--- config.mk ---
export PLATFORM = sky130hd
export DESIGN_NAME = nvm_spike_out_writer
export DESIGN_NICKNAME = d
export VERILOG_FILES = /design/src/rtl/nvm_spike_out_writer.sv
export SDC_FILE = /design/constraint.sdc
export NUM_CORES = 1
export LEC_CHECK = 0
export CORE_MARGIN = 5
export CORE_UTILIZATION = 50
export DETAILED_ROUTE_END_ITERATION = 10
export GPL_TIMING_DRIVEN = 0
export PLACE_DENSITY = 0.83
export SYNTH_ARGS = -nofsm -noshare
export SYNTH_HDL_FRONTEND = slang
export SYNTH_SLANG_ARGS = --single-unit
--- constraint.sdc ---
create_clock -name wb_clk_i -period 4.6 [get_ports wb_clk_i]
set_input_delay 1.38 -clock wb_clk_i [delete_from_list [all_inputs] [get_ports wb_clk_i]]
set_output_delay 1.38 -clock wb_clk_i [all_outputs]
set_load 0.005 [all_outputs]
--- src/rtl/nvm_spike_out_writer.sv ---
// nvm_spike_out_writer: gathers one timestep of output-neuron spikes and
// writes them as nibbles, one Wishbone write per nibble, into the spike-out
// store. Reports frame completion, a frame counter and a sticky ack-timeout.
module nvm_spike_out_writer #(
    parameter int unsigned NUM_NEURONS = 64,
    parameter logic [31:0] BASE_ADDR   = 32'h0000_0000,
    parameter int unsigned ACK_TIMEOUT = 255
) (
    input  logic        wb_clk_i,
    input  logic        wb_rst_ni,
    input  logic        spike_valid_i,
    input  logic        spike_i,
    input  logic        spike_last_i,
    output logic        spike_ready_o,
    output logic        wbm_cyc_o,
    output logic        wbm_stb_o,
    output logic        wbm_we_o,
    output logic [3:0]  wbm_sel_o,
    output logic [31:0] wbm_adr_o,
    output logic [31:0] wbm_dat_o,
    input  logic        wbm_ack_i,
    output logic        busy_o,
    output logic        frame_done_o,
    output logic [15:0] frame_cnt_o,
    output logic        err_timeout_o
);

    localparam int unsigned NIB = NUM_NEURONS / 4;
    localparam int unsigned CW  = (NUM_NEURONS > 1) ? $clog2(NUM_NEURONS) : 1;
    localparam int unsigned KW  = (NIB > 1) ? $clog2(NIB) : 1;

    typedef enum logic [1:0] {
        S_COLLECT,
        S_WRITE,
        S_GAP
    } state_e;

    state_e                 state_q;
    logic [NUM_NEURONS-1:0] buf_q;
    logic [NUM_NEURONS-1:0] buf_ins;
    logic [CW-1:0]          cnt_q;
    logic [KW-1:0]          k_q;
    logic [KW-1:0]          k_inc;
    logic [7:0]             tmo_q;
    logic                   cyc_q;
    logic [31:0]            adr_q;
    logic [3:0]             nib_q;
    logic                   ready_q;
    logic                   busy_q;
    logic                   done_q;
    logic [15:0]            fcnt_q;
    logic                   err_q;
    logic                   beat_acc;
    logic                   frame_end;

    // Neuron 4k+j lands on data bit j of transaction k.
    function automatic logic [3:0] nib_of(input logic [NUM_NEURONS-1:0] b,
                                          input logic [KW-1:0] k);
        return b[4*int'(k) +: 4];
    endfunction

    // Beat acceptance and the buffer image including the beat being accepted,
    // so nibble 0 can be loaded on the same edge the frame closes.
    always_comb begin
        beat_acc  = spike_valid_i && ready_q;
        frame_end = spike_last_i || (cnt_q == CW'(NUM_NEURONS - 1));
        k_inc     = k_q + KW'(1);
        buf_ins   = buf_q;
        if (beat_acc) begin
            buf_ins[cnt_q] = spike_i;
        end
    end

    // Control FSM with all outputs registered.
    always_ff @(posedge wb_clk_i or negedge wb_rst_ni) begin
        if (!wb_rst_ni) begin
            state_q <= S_COLLECT;
            buf_q   <= '0;
            cnt_q   <= '0;
            k_q     <= '0;
            tmo_q   <= '0;
            cyc_q   <= 1'b0;
            adr_q   <= '0;
            nib_q   <= '0;
            ready_q <= 1'b1;
            busy_q  <= 1'b0;
            done_q  <= 1'b0;
            fcnt_q  <= '0;
            err_q   <= 1'b0;
        end else begin
            done_q <= 1'b0;
            unique case (state_q)
                S_COLLECT: begin
                    if (beat_acc) begin
                        buf_q <= buf_ins;
                        if (frame_end) begin
                            state_q <= S_WRITE;
                            cnt_q   <= '0;
                            k_q     <= '0;
                            tmo_q   <= '0;
                            cyc_q   <= 1'b1;
                            adr_q   <= BASE_ADDR;
                            nib_q   <= nib_of(buf_ins, '0);
                            ready_q <= 1'b0;
                            busy_q  <= 1'b1;
                        end else begin
                            cnt_q <= cnt_q + CW'(1);
                        end
                    end
                end
                S_WRITE: begin
                    // Ack wins over a timeout reached on the same edge.
                    if (wbm_ack_i) begin
                        state_q <= S_GAP;
                        cyc_q   <= 1'b0;
                        adr_q   <= '0;
                        nib_q   <= '0;
                        tmo_q   <= '0;
                    end else if (tmo_q == 8'(ACK_TIMEOUT - 1)) begin
                        state_q <= S_COLLECT;
                        err_q   <= 1'b1;
                        cyc_q   <= 1'b0;
                        adr_q   <= '0;
                        nib_q   <= '0;
                        tmo_q   <= '0;
                        buf_q   <= '0;
                        cnt_q   <= '0;
                        k_q     <= '0;
                        ready_q <= 1'b1;
                        busy_q  <= 1'b0;
                    end else begin
                        tmo_q <= tmo_q + 8'd1;
                    end
                end
                S_GAP: begin
                    tmo_q <= '0;
                    if (k_q == KW'(NIB - 1)) begin
                        state_q <= S_COLLECT;
                        done_q  <= 1'b1;
                        fcnt_q  <= fcnt_q + 16'd1;
                        buf_q   <= '0;
                        cnt_q   <= '0;
                        k_q     <= '0;
                        ready_q <= 1'b1;
                        busy_q  <= 1'b0;
                    end else begin
                        state_q <= S_WRITE;
                        k_q     <= k_inc;
                        cyc_q   <= 1'b1;
                        adr_q   <= BASE_ADDR + 32'(k_inc);
                        nib_q   <= nib_of(buf_q, k_inc);
                    end
                end
                default: begin
                    state_q <= S_COLLECT;
                    cyc_q   <= 1'b0;
                    adr_q   <= '0;
                    nib_q   <= '0;
                    ready_q <= 1'b1;
                    busy_q  <= 1'b0;
                end
            endcase
        end
    end

    assign spike_ready_o = ready_q;
    assign wbm_cyc_o     = cyc_q;
    assign wbm_stb_o     = cyc_q;
    assign wbm_we_o      = cyc_q;
    assign wbm_sel_o     = {3'b000, cyc_q};
    assign wbm_adr_o     = adr_q;
    assign wbm_dat_o     = {28'b0, nib_q};
    assign busy_o        = busy_q;
    assign frame_done_o  = done_q;
    assign frame_cnt_o   = fcnt_q;
    assign err_timeout_o = err_q;

endmodule

# After elaboration in Yosys (flattened, before gate mapping)

Index checks and enable logic that the tools add are counted.

Output and inout bits: 91
Input bits: 6
Register bits after elaboration: 141
Logic and storage cells: 105

Reduce and logical (&&, ||, !) cells: 13
Equal/unequal tests: 12
Shift-type cells: 1
Bitwise operators: 1
Add/subtract/negate cells: 4
Muxes and demuxes: 59
Magnitude comparators: 2

Operators by type and width:

| kind                                                                         | number |
|---|---|
| 64-bit 2-to-1 mux                                                            | 4 |
| 64-bit case mux with 3 select lines                                          | 1 |
| 32-bit 2-to-1 mux                                                            | 5 |
| 32-bit case mux with 3 select lines                                          | 1 |
| 64-bit bitwise mux                                                           | 1 |
| 64-bit by 7-bit variable part select with 4-bit output                       | 1 |
| 4-bit 2-to-1 mux                                                             | 9 |
| 8-bit 2-to-1 mux                                                             | 4 |
| 6-bit 2-to-1 mux                                                             | 5 |
| 4-bit case mux with 3 select lines                                           | 2 |
| 8-bit case mux with 3 select lines                                           | 1 |
| 6-bit case mux with 3 select lines                                           | 1 |
| 16-bit by 1-bit adder with 16-bit output, second input constant              | 1 |
| 1-bit 2-to-1 mux                                                             | 16 |
| 5-bit AND reduction                                                          | 3 |
| 2-bit != test, second input constant                                         | 6 |
| 1-bit case mux with 3 select lines                                           | 3 |
| 3-bit AND reduction                                                          | 3 |
| 8-bit by 1-bit adder with 8-bit output, second input constant                | 1 |
| 8-bit == test, second input constant                                         | 1 |
| 2-bit 2-to-1 mux                                                             | 4 |
| 6-bit by 7-bit less-than comparator with 1-bit output, second input constant | 1 |
| 6-bit by 1-bit adder with 6-bit output, second input constant                | 1 |
| 1-bit demux with 6-bit select                                                | 1 |
| 15 further kinds                                                             | 16 |

# Depth between registers and ports, before layout

Depth in word-level cells: 8
Gate-level depth with buffers: 9
Mapped depth without buffers: 8

# Least setup slack after synthesis

No wires, ideal clock.

Path kind: input -> register
Start point: input port spike_valid_i
End point: register buf_q[47]
Arrival: 2.566 ns
Buffers on the path: 2
Setup slack: 1.899 ns
Stages: 7
Cells stage by stage: a21boi_0 > a211oi_1 > nand2_1 > buf_2 > buf_2 > a2bb2oi_1 > o31ai_1

Cells in the longest elaborated chain, start to end: 3

RTL lines:

| what                                 | line | source |
|---|---|---|
| start, declared                      | 11   | `input logic spike_valid_i,` |
| 1-bit logical AND                    | 65   | `beat_acc = spike_valid_i && ready_q;` |
| 2-bit != test (no source line)       | --   |  |
| 5-bit AND reduction (no source line) | --   |  |
| end signal, assigned                 | 95   | `buf_q <= buf_ins;` |
| end, declared                        | 39   | `logic [NUM_NEURONS-1:0] buf_q;` |

Every way passes these cells.
A chain may end at the register's enable or synchronous reset.

# Worst setup path in the final report

Start point: input port spike_valid_i
End point: register buf_q[34]

Same word-level chain as after synthesis.

==> results.md <==
* Fmax at 296 MHz
* Status: finished clean
* Leading cell type in the layout, fill and taps excluded: nand2_1
* Clk_lat worst skew at 0.42 ns
* Clock Pin Slew Worst Setup and Hold Paths at 0.05 ns
* ANT nets after route at 0
* Vias/cell at 5.76
* Rows at 43
* Worst hold path type: reg -> reg
* Crit path DAT at 3.68 ns
* CP Launch Type: input port
* Post-Synthesis Cells at 732
* Setup violators final at 0
* Hold_buf cts at 0
* PwrDens at 675 mW/mm^2
* Post-Syn Area per Cell at 9.46 sq um
* Post-cts resize count at 0
* Drt pass-1 iters at 6
* WHS at 0.461 ns
* Slew Viols, Final at 0
* Sequential fraction of the synthesis area at 40.8%
* CP endpoint kind: flop
* Root Buffer: clkbuf_16
* Endpoints failing hold at 0
* Peak supply drop at 321 uV
* Final period util at 73.4%
* YS warnings at 0
* R2r worst-path depth at 7
* Worst slew pin tran at 1.11 ns
* Die X-Extent at 128 um
* RSZ-0062 raised after global routing: false
* Critical Path RT at 4.91 ns
* DP Wirelength at 12.5 mm
* H-tree lvl count at 4
* Largest net degree at the start of global routing at 67
* Die area at 0.0163 sq mm
* Hold path depth at 1
* First-pass GRT wire length at 29.2 mm
* Initial core utilization at 50.5%
* Post-Place Cell Area at 0.00777 sq mm
* Postcts setup bufs at 0
* Total wire length at 18.2 mm
* GRT Residual Overflow at 0
* Num ports at 97
* Post-synth cell types at 59
* Vias in the first global route at 5596
* Max Root-Sink Buffers at 2
* Most frequent cells in the layout: nand2_1 (127), dfrtp_1 (112), buf_4 (64)
* Iter 0 DRT Violations at 545
* Ys flop type: dfrtp_1
* CTS tree: done
* Share of cells above drive strength 1 at 17.1%
* I/O Buffers at 37
* N_diodes at 0
* Fin util at 61.4%
* Routability Congestion at 1.01
* Post-route design area at 0.00842 sq mm
* Worst relative slew slack at 25.7%
* Clk_skew at 0.00607 ns
* Num CTS Buffers at 17
* GRT Util Overall at 22.7%
* Crit path kind: in -> reg
* Vias post-DR at 5990
* Final Net Count at 863
* Num Clock Sinks at 113
* Filler Cells Inserted at 1173
* Max cap viols at 0
* Async S/R FF share, synth at 100%
* Area growth syn-to-layout at 21.6%
* Number of enable flip-flop cells after synthesis at 0
* Post-layout min period at 3.38 ns
* Post-synthesis sequential element count at 113
* Post-DR wirelength/cell at 17.5 um
* Residual DRC at 0
* Die height at 128 um
* Initial antenna violation count at 0
* Leakage at 0.00375 uW
* Critical Path Fanout Max at 10
* Core Footprint at 0.0137 sq mm
* Post-Syn Area at 0.00693 sq mm
final cells by class:
| cell class | count | area, sq um | share of cell area [%] |
|---|---|---|---|
| Clock inverter | 11 | 183 | 2.17 |
| Tap cell | 180 | 225 | 2.67 |
| Inverter | 14 | 52.6 | 0.624 |
| Timing Repair Buffer | 38 | 399 | 4.74 |
| Sequential cell | 113 | 2830 | 33.6 |
| Clock buffer | 21 | 470 | 5.59 |
| Buffer | 114 | 691 | 8.20 |
| Multi-Input combinational cell | 549 | 3570 | 42.4 |
sequential cells by signal, summed over array words and instances (netlist names), 2 cells and up:
register     count
buf_q           64
cnt_q            6
frame_cnt_o     16
k_q              4
nib_q            4
state_q          2
tmo_q            8
wbm_adr_o        4
critical path, cell delays in order:
cell and delay (ns):
clkdlybuf4s50_1 0.48, a21boi_0 0.25, a211oi_1 0.48, nand3_1 0.34, clkbuf_1 0.37, o31ai_1 0.37
metrics by stage:
stage / setup TNS, ns / power (uW) / instances / worst slack [ns]
after floorplan: 0 / 3430 / 790 / 1.90
after global placement: -247.60 / 4080 / 1007 / -2.21
after detailed placement: 0 / 4170 / 1008 / 0.897
after CTS: 0 / 5650 / 1040 / 1.23
after global routing: 0 / 6010 / 1040 / 1.05
final: 0 / 5690 / 1040 / 1.22
metal layers:
metal / global-route usage, % / wire [um]
met5: 0 / 0
met4: 8.61 / 494
met3: 5.58 / 1660
met2: 35.7 / 8450
met1: 30.5 / 7630
cells by family after synthesis:
kind of cell	count (synthesis)	synth area share (%)
muxes	42	7.77
other	1	0.0541
xor gates and xnor gates	20	2.53
buffers and inverters	128	10.7
and+or+nand+nor	247	17.7
AOI/OAI and AO/OA	171	18.6
adders and majority gates	10	1.81
DFF	113	40.8
Yosys cell counts (all sizes together) (2+ instances only):
library cell / instances / area [sq um]
nand2: 127 / 477
dfrtp: 112 / 2800
buf: 81 / 566
o31ai: 44 / 335
nand3: 37 / 185
clkbuf: 33 / 125
a2bb2oi: 31 / 272
o21ai: 30 / 150
mux2i: 20 / 200
inv: 14 / 52.6
mux2: 14 / 158
nor2: 14 / 52.6
xnor2: 14 / 123
a21oi: 13 / 65.1
nand3b: 13 / 97.6
o311ai: 13 / 114
ha: 10 / 125
nand4: 10 / 62.6
and3b: 9 / 78.8
a21boi: 8 / 60.1
a41oi: 8 / 70.1
mux4: 8 / 180
and3: 7 / 48.8
nor3b: 6 / 70.1
xor2: 6 / 52.6
nor2b: 5 / 31.3
nor3: 4 / 25.0
o221ai: 4 / 35.0
a22o: 3 / 26.3
and2: 3 / 18.8
nand2b: 3 / 18.8
o22ai: 3 / 18.8
or3: 3 / 18.8
a311o: 2 / 20.0
nor4: 2 / 12.5
o2bb2ai: 2 / 17.5
or2: 2 / 12.5
power by group:
group	switching, uW	leakage [uW]	internal, uW
Sequential	280	0.00138	1350
Combinational	1470	0.00205	1130
Clock	459	0.000323	998
final timing paths:
| check | endpoint | slack [ns] | startpoint |
|---|---|---|---|
| min | err_timeout_o$_DFFE_PN0P_ | 0.46 | err_timeout_o$_DFFE_PN0P_ |
| max reg2reg | buf_q[41]$_DFFE_PN0P_ | 1.83 | state_q[0]$_DFFE_PN0P_ |
| min reg2reg | err_timeout_o$_DFFE_PN0P_ | 0.46 | err_timeout_o$_DFFE_PN0P_ |
| max | buf_q[34]$_DFFE_PN0P_ | 1.22 | spike_valid_i |
| min in group asynchronous | tmo_q[1]$_DFFE_PN0P_ | 0.90 | wb_rst_ni |
| max in group asynchronous | spike_ready_o$_DFFE_PN1P_ | 3.02 | wb_rst_ni |
Note: power is estimated with default switching activity, not from simulation.
